$ cat config.mk
export PLATFORM = sky130hd
export DESIGN_NAME = serial_link_physical_rx_os
export DESIGN_NICKNAME = d
export VERILOG_FILES = /design/src/rtl/serial_link_physical_rx_os.sv
export SDC_FILE = /design/constraint.sdc
export NUM_CORES = 1
export LEC_CHECK = 0
export ABC_AREA = 1
export BUFFER_PORTS_ARGS = -buffer_cell sky130_fd_sc_hd__buf_2
export CORE_MARGIN = 8
export CORE_UTILIZATION = 40
export CTS_CLUSTER_SIZE = 10
export DETAILED_ROUTE_END_ITERATION = 10
export RECOVER_POWER = 100
export SETUP_SLACK_MARGIN = 0.2
export SYNTH_ARGS = -nofsm -noshare
export SYNTH_HDL_FRONTEND = slang
export SYNTH_SLANG_ARGS = --single-unit
$ cat constraint.sdc
create_clock -name clk_i -period 2.55 [get_ports clk_i]
set_clock_uncertainty 0.1 [all_clocks]
set_input_delay 0.51 -clock clk_i [delete_from_list [all_inputs] [get_ports clk_i]]
set_output_delay 0.51 -clock clk_i [all_outputs]
set_load 0.05 [all_outputs]
$ cat src/rtl/serial_link_physical_rx_os.sv
// Oversampling receiver for the forwarded-clock serial link: synchronizes clock and lanes
// with clk_i, reassembles SDR/DDR words on forwarded-clock edges and buffers them in a FIFO.
module serial_link_physical_rx_os #(
  parameter int NumLanes    = 8,
  parameter int EnDdr       = 1,
  parameter int SyncStages  = 2,
  parameter int FifoDepth   = 8,
  parameter int IdleTimeout = 64
) (
  input  logic                                clk_i,
  input  logic                                rst_i,
  input  logic                                ddr_rcv_clk_i,
  input  logic [NumLanes-1:0]                 ddr_i,
  output logic [NumLanes*(1+EnDdr)-1:0]       data_o,
  output logic                                data_valid_o,
  input  logic                                data_ready_i,
  output logic [$clog2(FifoDepth):0]          fill_o,
  output logic                                overflow_o,
  input  logic                                clear_overflow_i,
  output logic                                link_active_o
);

  localparam int WordW = NumLanes * (1 + EnDdr);
  localparam int PtrW  = $clog2(FifoDepth);
  localparam int FillW = PtrW + 1;
  localparam int CntW  = $clog2(IdleTimeout + 1);

  logic [SyncStages-1:0] clk_sync_r;
  logic [NumLanes-1:0]   lane_sync_r [SyncStages];
  logic                  clk_s;
  logic [NumLanes-1:0]   lanes_s;
  logic                  prev_r;
  logic                  rise_s;
  logic                  fall_s;
  logic                  edge_s;
  logic                  rise_r;
  logic                  fall_r;
  logic [NumLanes-1:0]   lanes_r;
  logic [CntW-1:0]       cnt_r;
  logic [CntW-1:0]       cnt_nxt_s;
  logic                  idle_s;
  logic                  link_r;
  logic                  link_nxt_s;
  logic                  push_s;
  logic [WordW-1:0]      word_s;
  logic                  push_r;
  logic [WordW-1:0]      word_r;
  logic [WordW-1:0]      mem_r [FifoDepth];
  logic [PtrW-1:0]       wptr_r;
  logic [PtrW-1:0]       rptr_r;
  logic [FillW-1:0]      fill_r;
  logic [FillW-1:0]      fill_nxt_s;
  logic                  valid_r;
  logic                  ovf_r;
  logic                  full_s;
  logic                  pop_s;
  logic                  wr_s;
  logic                  drop_s;

  // Equal-depth synchronizer chains keep sampled lanes aligned with the sampled clock
  always_ff @(posedge clk_i) begin
    if (rst_i) begin
      clk_sync_r <= {SyncStages{1'b1}};
      for (int i = 0; i < SyncStages; i++) lane_sync_r[i] <= {NumLanes{1'b0}};
    end else begin
      clk_sync_r     <= {clk_sync_r[SyncStages-2:0], ddr_rcv_clk_i};
      lane_sync_r[0] <= ddr_i;
      for (int i = 1; i < SyncStages; i++) lane_sync_r[i] <= lane_sync_r[i-1];
    end
  end

  assign clk_s   = clk_sync_r[SyncStages-1];
  assign lanes_s = lane_sync_r[SyncStages-1];
  assign rise_s  = clk_s & ~prev_r;
  assign fall_s  = ~clk_s & prev_r;
  assign edge_s  = rise_s | fall_s;

  // Edge history plus one aligned stage of edge flags and lane data
  always_ff @(posedge clk_i) begin
    if (rst_i) begin
      prev_r  <= 1'b1;
      rise_r  <= 1'b0;
      fall_r  <= 1'b0;
      lanes_r <= {NumLanes{1'b0}};
    end else begin
      prev_r  <= clk_s;
      rise_r  <= rise_s;
      fall_r  <= fall_s;
      lanes_r <= lanes_s;
    end
  end

  assign idle_s = (cnt_r == CntW'(IdleTimeout));

  // Idle counter clears on any edge and saturates at the timeout
  always_comb begin
    cnt_nxt_s  = cnt_r;
    link_nxt_s = link_r;
    if (edge_s) begin
      cnt_nxt_s  = {CntW{1'b0}};
      link_nxt_s = 1'b1;
    end else begin
      if (idle_s) cnt_nxt_s = cnt_r;
      else        cnt_nxt_s = cnt_r + CntW'(1);
      if (cnt_nxt_s == CntW'(IdleTimeout)) link_nxt_s = 1'b0;
      else                                 link_nxt_s = link_r;
    end
  end

  // Idle counter and link-activity flag
  always_ff @(posedge clk_i) begin
    if (rst_i) begin
      cnt_r  <= {CntW{1'b0}};
      link_r <= 1'b0;
    end else begin
      cnt_r  <= cnt_nxt_s;
      link_r <= link_nxt_s;
    end
  end

  if (EnDdr != 0) begin : g_ddr
    typedef enum logic [0:0] {WAIT_LO = 1'b0, HAVE_LO = 1'b1} asm_state_e;
    asm_state_e          state_r;
    asm_state_e          state_nxt_s;
    logic                lo_load_s;
    logic [NumLanes-1:0] lo_r;

    // Assembly state register
    always_ff @(posedge clk_i) begin
      if (rst_i) state_r <= WAIT_LO;
      else       state_r <= state_nxt_s;
    end

    // Timeout abandons a half word; otherwise falls arm and rises complete
    always_comb begin
      state_nxt_s = state_r;
      if (idle_s) begin
        state_nxt_s = WAIT_LO;
      end else begin
        case (state_r)
          WAIT_LO: state_nxt_s = fall_r ? HAVE_LO : WAIT_LO;
          HAVE_LO: state_nxt_s = rise_r ? WAIT_LO : HAVE_LO;
          default: state_nxt_s = WAIT_LO;
        endcase
      end
    end

    // Assembly outputs: lo capture and word push
    always_comb begin
      push_s    = 1'b0;
      lo_load_s = 1'b0;
      case (state_r)
        WAIT_LO: lo_load_s = fall_r;
        HAVE_LO: begin
          push_s    = rise_r;
          lo_load_s = fall_r;
        end
        default: begin
          push_s    = 1'b0;
          lo_load_s = 1'b0;
        end
      endcase
    end

    // Falling-edge half-word holder
    always_ff @(posedge clk_i) begin
      if (rst_i)          lo_r <= {NumLanes{1'b0}};
      else if (lo_load_s) lo_r <= lanes_r;
      else                lo_r <= lo_r;
    end

    assign word_s = {lanes_r, lo_r};
  end else begin : g_sdr
    assign push_s = rise_r;
    assign word_s = lanes_r;
  end

  // Registered hand-off from assembly into the FIFO
  always_ff @(posedge clk_i) begin
    if (rst_i) begin
      push_r <= 1'b0;
      word_r <= {WordW{1'b0}};
    end else begin
      push_r <= push_s;
      word_r <= word_s;
    end
  end

  assign full_s = (fill_r == FillW'(FifoDepth));
  assign pop_s  = valid_r & data_ready_i;
  assign wr_s   = push_r & (~full_s | pop_s);
  assign drop_s = push_r & full_s & ~pop_s;

  // Occupancy update
  always_comb begin
    fill_nxt_s = fill_r;
    case ({wr_s, pop_s})
      2'b10:   fill_nxt_s = fill_r + FillW'(1);
      2'b01:   fill_nxt_s = fill_r - FillW'(1);
      default: fill_nxt_s = fill_r;
    endcase
  end

  // FIFO storage, pointers and occupancy
  always_ff @(posedge clk_i) begin
    if (rst_i) begin
      for (int i = 0; i < FifoDepth; i++) mem_r[i] <= {WordW{1'b0}};
      wptr_r  <= {PtrW{1'b0}};
      rptr_r  <= {PtrW{1'b0}};
      fill_r  <= {FillW{1'b0}};
      valid_r <= 1'b0;
    end else begin
      if (wr_s) begin
        mem_r[wptr_r] <= word_r;
        wptr_r        <= wptr_r + PtrW'(1);
      end
      if (pop_s) rptr_r <= rptr_r + PtrW'(1);
      fill_r  <= fill_nxt_s;
      valid_r <= (fill_nxt_s != {FillW{1'b0}});
    end
  end

  // Sticky overflow; a new drop wins over a clear
  always_ff @(posedge clk_i) begin
    if (rst_i)                 ovf_r <= 1'b0;
    else if (drop_s)           ovf_r <= 1'b1;
    else if (clear_overflow_i) ovf_r <= 1'b0;
    else                       ovf_r <= ovf_r;
  end

  assign data_o        = mem_r[rptr_r];
  assign data_valid_o  = valid_r;
  assign fill_o        = fill_r;
  assign overflow_o    = ovf_r;
  assign link_active_o = link_r;

endmodule

==> results of run 1 <==
-- cell usage after synthesis, drive strengths merged --
library cell / instances
nor2: 308
edfxtp: 128
inv: 97
dfxtp: 78
o21ai: 78
nand2: 60
clkbuf: 23
a21oi: 16
a31oi: 16
buf: 16
o22ai: 16
nand3: 13
ha: 7
xor2: 4
or2: 3
nand4: 2
nor3: 2
xnor2: 2
o21bai: 1
-- worst max-delay path: stages, from the launching register on --
cell     delay, ns
dfxtp_4       0.43
buf_12        0.18
o21ai_1       0.10
o22ai_1       0.22
nor2_1        0.08
a31oi_2       0.18
buf_6         0.19
-- power by group --
group	internal (mW)	switching [mW]
logic	0.870	1.39
clock network	1.80	1.22
registers	3.68	0.0864
total	6.34	2.70
-- worst paths after layout --
| kind | from | end | slack [ns] | cells past startpoint |
|---|---|---|---|---|
| setup / recovery | register | data_o[12] | 0.05 | 6 |
| hold / removal | ddr_rcv_clk_i | clk_sync_r[0] | 0.10 | 2 |
| setup reg to reg | fill_o[3] | mem_r[5][12] | 0.18 | 8 |
| hold reg to reg | lane_sync_r[0][1] | lane_sync_r[1][1] | 0.30 | 2 |
-- cells by family (layout without fill, tap and decap cells) --
family                   Yosys count  in the layout  share of synthesized area [%]
AO/OA/AOI/OAI                    127            127                           8.11
AND/OR/NAND/NOR                  388            388                           18.6
buffers and inverters            136            209                           6.93
adder cells (fa/ha/maj)            7              7                           1.05
XOR/XNOR                           6              6                          0.629
flip-flops                       206            206                           64.7
-- flip-flops by register name, indices dropped and copies added, names as in the netlist, 2 cells and up, named ones only --
signal,cells
mem_r,128
lane_sync_r,16
word_r,16
g_ddr.lo_r,8
lanes_r,8
cnt_r,7
fill_o,4
rptr_r,3
wptr_r,3
clk_sync_r,2
-- metrics by stage --
step	hold WS [ns]	cells	TNS (ns)	total power, mW	instance area [sq um]
floorplan	0.288	870	0	5.12	8460
global placement	0.289	1169	0	5.58	9010
detailed placement	0.293	1169	0	5.59	9010
CTS	0.0789	1215	0	9.03	10000
global route	0.0807	1218	-0.0568	9.42	10100
finish	0.103	1218	0	9.05	10100
-- metal layers --
metal  part of all wire (%)  GRT usage [%]  wire (um)  vias to the layer above
met5                      0              0          0                        -
met4                    2.4           4.25        467                        0
met3                    6.5           2.84       1280                       34
met2                     49           25.9       9730                      187
met1                     42           18.8       8280                     2783
li1                       -              -          -                     2943
-- layout make-up --
class | count | area [sq um]
Fill cell | 1968 | 10700
Multi-Input combinational cell | 528 | 2520
Sequential cell | 206 | 5420
Tap cell | 275 | 344
Clock inverter | 1 | 5.00
Timing Repair Buffer | 72 | 723
Clock buffer | 39 | 678
Inverter | 97 | 372
-- repair_timing --
action | in CTS | in global routing
gates cloned | 5 | 3
resized for setup | 61 | 38
setup buffers | 1 | 0
hold endpoints to repair | 0 | 0
pin swaps | 9 | 14
setup endpoints to repair | 16 | 16
==> metrics.txt, run 1 <==
status finished, final reports clean; Detailed Routing Iterations Pass 1 5; setup ws final 0.0539 ns; Final nets between 900 and 1,000; drt drc 0; largest net degree at the start of global routing 53; Setup WS pre-CTS 0.307 ns; Syn Area/Cell slightly below 10 sq um; f_max around 0.40 GHz; Setup crit end kind output pin; Final Setup Violations 0; post-DP HPWL 11.6 mm; Die Y ~160 um; leakage 3.86 nW; ANT nets after route 0; hold-fix buffer count after cts 0; worst path required time roughly 1.9 ns; Cell Area, Synth between 0.008 and 0.009 sq mm; register area share after synthesis about 65%; Final Cycle Share between 90 and 100%; Root Driver clkbuf_16; clk sink count about 210; Die Wd about 160 um; number of global-route vias before repair a little under 6,000; WL/cell 16.2 um; ant diodes 0; Power Density ~900 mW/mm^2; WL final slightly below 20 mm; worst-case clock buffer depth 3; Initial Util between 40% and 50%; unrepaired setup endpoints after global routing true; critical path class reg2out; share of the synthesized area in the top cell type around 46%; total grt overflow 0; CTS tree yes; FF+latch count, synth around 210; Detailed Route Iter0 Violations between 400 and 500; core region area approximately 0.021 sq mm; Rows 53; Clock Latency Late Sink just under 0.5 ns; first-pass GRT wire length 31.0 mm; Slew Limit Fails 0; Final Util 48.5%; Worst Hold Class in2reg; top area cells in the synthesized netlist edfxtp_1 46%, dfxtp_1 19%, nor2_1 14%; most frequent cells in the layout 295 x nor2_1, 128 x edfxtp_1, 94 x inv_1; Syn-to-layout area delta 20.3%; commonest non-fill, non-tap cell in the layout nor2_1; proportion of layout cells with a drive suffix above 1 14.5%; synth warn 0; Worst-path clk slew 0.05 ns; worst-path maximum fanout 21; Max Cap Viol 0; via count between 5,000 and 6,000; GRT Util Overall 15.0%; critical path startpoint category register; initial antenna violation count 0; Num CTS Buffers 24; data arrival time of the critical path between 1.5 and 2 ns; Final Hold Fails 0; Mapped Cells 870; H-tree depth 1; die area roughly 0.026 sq mm; Yosys cell types 28; Peak VDD IR between 0.4 and 0.5 mV; routability cong. between 0.7 and 0.8; worst-margin pin slew 0.989 ns; leading area contributor after synthesis edfxtp_1; routed vias/inst slightly below 5; IO Pins 36; fin crit period 2.50 ns; Worst slew margin 34.1%; syn nets 890; IO Port Bufs 35
Power figures use the tool's default switching activity.
==> run 2, diff against run 1 <==
==> constraint.sdc (replaced) <==
create_clock -name clk_i -period 3.2 [get_ports clk_i]
set_clock_uncertainty 0.1 [all_clocks]
set_input_delay 0.64 -clock clk_i [delete_from_list [all_inputs] [get_ports clk_i]]
set_output_delay 0.64 -clock clk_i [all_outputs]
set_load 0.05 [all_outputs]
==> run 2 against run 1 <==
Against the previous run: the flow now finishes with violations (max-capacitance violations, max-slew violations); sequential cell count did not move; sequential share of layout area increased by 3.1 points; setup slack improved by 0.25 ns; cell count is 1.2% lower; critical path depth down 1; largest cell class unchanged; global-route usage is 0.78 points lower; hold slack improved by 0.11 ns; first-iteration DRC count shrank 14%; sequential power decreased by 21%.
==> metrics.txt, run 2 (synthesis results as in run 1) <==
status complete, but fails checks; violated checks max-capacitance violations, max-slew violations; largest net degree at the start of global routing 53 (unchanged); number of global-route vias before repair 5,619 (-4.2%); Setup crit end kind output pin; Root Driver clkbuf_16; final total power 6.76 mW (-25%); number of flip-flops in the largest register 128 (unchanged); f_max about 0.35 GHz; commonest non-fill, non-tap cell in the layout nor2_1; Final Setup Violations 0 (unchanged); Die Y 161 um (unchanged); initial antenna violation count 0 (unchanged); Final nets 938 (-1.2%); Finished Layout Cells 1,203 (-1.2%); H-tree depth 1 (unchanged); total grt overflow 0 (unchanged); WL met2 8.73 mm (-10%); Final Hold Fails 0 (unchanged); worst-case clock buffer depth 3 (unchanged); Die Wd 161 um (unchanged); IO Pins 36 (unchanged); Worst Hold Class in2reg; first-pass GRT wire length 29.7 mm (-4.3%); die area 0.0258 sq mm (unchanged); Power Density 712 mW/mm^2 (-21%); WL final 18.4 mm (-7.0%); Detailed Routing Iterations Pass 1 5 (unchanged); met3 routed WL 994 um (-22%); Max Cap Viol 1 (+1); Worst-path clk slew 0.05 ns (about the same); leakage 3.64 nW (-5.8%); Detailed Route Iter0 Violations 419 (-14%); dpl cell area 0.00890 sq mm (-1.2%); critical path startpoint category register; drt drc 0 (unchanged); clk sink count 206 (unchanged); routed vias/inst 4.79 (-2.0%); Syn-to-layout area delta 13.5%; WL/cell 15.3 um (-5.9%); unrepaired setup endpoints after global routing true; worst-path maximum fanout 18 (-14%); ANT nets after route 0 (unchanged); Slew Limit Fails 53 (+53); GRT Util Overall 14.2% (-0.78 points); core region area 0.0208 sq mm (unchanged); Initial Util 40.3% (unchanged); met1 WL 8.36 mm (+1.0%); most frequent cells in the layout 306 x nor2_1, 128 x edfxtp_1, 95 x inv_1; Final Cycle Share about 90%; Design Area, Final 0.00949 sq mm (-5.6%); post-DP HPWL 11.9 mm (+2.6%); Num CTS Buffers 25 (+4.2%); fin crit period just under 3 ns; setup TNS 0 ns (unchanged); Worst slew margin -36.9% (-71 points); proportion of layout cells with a drive suffix above 1 9.16% (-5.4 points); ant diodes 0 (unchanged); Peak VDD IR 0.441 mV (-7.6%); routability cong. 0.786 (+4.2%); data arrival time of the critical path 2.16 ns (+0.27 ns); IO Port Bufs 35 (unchanged); hold-fix buffer count after cts 0 (unchanged); largest register by flop count mem_r; leading registers by flop count mem_r (128), lane_sync_r (16), word_r (16); Rows 53 (unchanged); worst-margin pin slew 2.05 ns (+1.06 ns); worst path required time 2.46 ns (+0.52 ns); DR top layer met4; via count 5,758 (-3.2%); critical path class reg2out; Inst Count DP 1,166 (-0.26%); CTS tree yes; Clock Latency Late Sink 0.51 ns (+0.02 ns)
==> run 2: per-stage QoR <==
| stage | setup slack, ns | hold WS, ns | utilization, % |
|---|---|---|---|
| 2_1_floorplan | 0.632 | 0.288 | - |
| 3_3_place_gp | 0.724 | 0.289 | 42.9 |
| 3_5_place_dp | 0.706 | 0.292 | 42.9 |
| 4_1_cts | 0.258 | 0.189 | 46.2 |
| 5_1_grt | 0.0975 | 0.189 | 45.7 |
| 6_report | 0.304 | 0.213 | 45.7 |
==> run 2: routing by layer <==
metal	track usage [%]	up-vias
li1	-	2906
met1	18.6	2687
met2	23.8	140
met3	2.69	25
met4	3.57	0
met5	0	-
==> run 2: cell type report <==
class | count | area [sq um]
fill | 1994 | 11300
sequential | 206 | 5410
multi-input combinational | 528 | 2340
clock buffer | 33 | 666
inverter | 97 | 365
timing repair buffer | 60 | 347
tap | 275 | 344
clock inverter | 4 | 25.0
==> run 2: what timing repair did <==
action | CTS | global route
buffers inserted | 0 | 0
resized for setup | 0 | 4
setup endpoints to repair | 0 | 10
==> run 2: final timing paths <==
| check | from | end | slack (ns) | cells after the start |
|---|---|---|---|---|
| max | register | data_o[13] | 0.30 | 5 |
| min | ddr_rcv_clk_i | clk_sync_r[0] | 0.21 | 2 |
| min reg2reg | lane_sync_r[0][2] | lane_sync_r[1][2] | 0.30 | 2 |
| max reg2reg | fill_o[0] | mem_r[3][2] | 0.42 | 9 |
==> run 2: critical path: stages (launching register included) <==
cell and delay, ns:
dfxtp_2 0.39, clkinv_2 0.23, buf_4 0.28, o21ai_0 0.26, a31oi_1 0.18, clkbuf_2 0.30
==> run 2: report_power, final <==
| group | switching, mW | total (mW) | leakage, nW | internal (mW) |
|---|---|---|---|---|
| clock | 0.986 | 2.42 | 0.334 | 1.44 |
| combinational | 0.993 | 1.35 | 1.35 | 0.356 |
| sequential | 0.0582 | 2.99 | 1.96 | 2.93 |
==> run 3, diff against run 2 <==
--- a/config.mk
+++ b/config.mk
@@ -9,6 +9,7 @@
 export BUFFER_PORTS_ARGS = -buffer_cell sky130_fd_sc_hd__buf_2
 export CORE_MARGIN = 8
 export CORE_UTILIZATION = 40
+export CTS_BUF_LIST = sky130_fd_sc_hd__clkbuf_4
 export CTS_CLUSTER_SIZE = 10
 export DETAILED_ROUTE_END_ITERATION = 10
 export RECOVER_POWER = 100
==> run 3 against run 2 <==
Against the previous run: the flow still finishes with violations (max-capacitance violations, max-slew violations); via count up 4.1%; hold slack worse by 0.12 ns; die area unchanged; critical path type unchanged; largest power group unchanged.
==> metrics.txt, run 3 (synthesis results as in run 1) <==
total grt overflow 0 (unchanged); Setup crit end kind output pin; number of global-route vias before repair 5,980 (+6.4%); leakage 3.75 nW (+3.0%); unrepaired setup endpoints after global routing false; Worst Hold Class in2reg; worst path required time 2.46 ns (about the same); H-tree depth 2 (+1); Initial Util 40.3% (unchanged); largest register by flop count mem_r; Syn-to-layout area delta 14.6%; hold-fix buffer count after cts 0 (unchanged); largest net degree at the start of global routing 53 (unchanged); routability cong. 0.786 (unchanged); Clock Latency Late Sink 0.62 ns (+0.11 ns); WHS Path Cells 2 (unchanged); fin crit period 2.93 ns (+0.0337 ns); core region area 0.0208 sq mm (unchanged); GRT Util Overall 14.6% (+0.34 points); setup ws final 0.270 ns (-0.0337 ns); critical path class reg2out; Final Cycle Share 91.6% (+1.1 points); CTS tree yes; Die Wd 161 um (unchanged); f_max 0.341 GHz (-1.1%); drt drc 0 (unchanged); met1 WL 8.53 mm (+2.1%); dpl cell area 0.00890 sq mm (unchanged); clk sink count 206 (unchanged); Power Density 705 mW/mm^2 (-0.96%); Peak VDD IR 0.328 mV (-26%); worst-path maximum fanout 16 (-2); WL met2 8.90 mm (+1.9%); critical path startpoint category register; ANT nets after route 0 (unchanged); post-DP HPWL 11.9 mm (unchanged); worst-margin pin slew 2.10 ns (+0.0464 ns); met3 routed WL 1.28 mm (+29%); IO Pins 36 (unchanged); Root Driver clkbuf_4; Rows 53 (unchanged); data arrival time of the critical path 2.19 ns (+0.03 ns); Worst-path clk slew 0.07 ns (+0.02 ns); Max Cap Viol 1 (unchanged); proportion of layout cells with a drive suffix above 1 14.5% (+5.4 points); WL final 19.1 mm (+3.8%); commonest non-fill, non-tap cell in the layout nor2_1; Filler cells 2,021 (+1.4%); status complete, but fails checks; via count 5,994 (+4.1%); Die Y 161 um (unchanged); initial antenna violation count 1 (+1); leading registers by flop count mem_r (128), lane_sync_r (16), word_r (16); most frequent cells in the layout 306 x nor2_1, 128 x edfxtp_1, 95 x inv_1; Slew Limit Fails 53 (unchanged); Design Area, Final 0.00958 sq mm (+0.95%); reg2reg path depth 9 (unchanged); routed vias/inst 4.75 (-0.69%); Setup WS pre-CTS 0.706 ns (unchanged); Detailed Route Iter0 Violations 408 (-2.6%); DR top layer met4; Detailed Routing Iterations Pass 1 4 (-1); Final Hold Fails 0 (unchanged); violated checks max-capacitance violations, max-slew violations; Setup Fix Bufs, Post-CTS 0 (unchanged); die area 0.0258 sq mm (unchanged); Num CTS Buffers 53 (+110%); first-pass GRT wire length 30.3 mm (+2.2%); number of flip-flops in the largest register 128 (unchanged); WL/cell 15.1 um (-0.96%); Final Setup Violations 0 (unchanged); setup TNS 0 ns (unchanged); Final nets 968 (+3.2%); Worst slew margin -39.9% (-3.1 points); IO Port Bufs 35 (unchanged); worst-case clock buffer depth 3 (unchanged)
-- run 3: area by class of cell --
type                       instances  area (sq um)  area share (%)
clock inverter                     9          90.1           0.940
multi-input combinational        528          2340            24.4
tap                              275           344            3.59
clock buffer                      82           616            6.43
timing repair buffer              62           410            4.28
inverter                          97           369            3.85
antenna                            2          5.00          0.0522
sequential                       206          5410            56.5
-- run 3: final timing paths --
check,start,to,slack (ns)
setup / recovery,register,data_o[9],0.27
hold / removal,ddr_rcv_clk_i,clk_sync_r[0],0.09
setup reg to reg,fill_o[0],mem_r[7][5],0.40
hold reg to reg,lane_sync_r[1][2],lanes_r[2],0.30
-- run 3: power breakdown --
group	internal, mW	switching [mW]	leakage, nW	total [mW]
Clock	1.32	1.02	0.424	2.34
Sequential	2.93	0.0657	1.96	2.99
Combinational	0.409	1.02	1.36	1.42
-- run 3: worst max-delay path, stage by stage, from the launching register on --
cell and delay [ns]:
dfxtp_1 0.30, inv_1 0.50, buf_4 0.27, nor2_1 0.05, a31oi_1 0.14, clkbuf_2 0.30
-- run 3: what timing repair did --
action                     4_1_cts  5_1_grt
setup endpoints to repair       16       13
gates resized for setup         10       11
pin swaps                        0        0
cloned                           0        2
-- run 3: through the flow --
step	power, mW	hold WS, ns	std cells	util, %
after global placement	4.40	0.289	1166	42.9
after floorplan	4.02	0.288	870	-
after global routing	7.09	0.0298	1261	46.2
final	6.76	0.0928	1261	46.2
after CTS	6.79	0.0182	1257	46.4
after detailed placement	4.41	0.292	1166	42.9
-- run 3: per-layer routing --
metal  track usage (%)  vias up
met5                 0        -
met4              5.40        0
met2              24.1      197
met1              18.3     2751
li1                  -     3013
met3              3.38       33
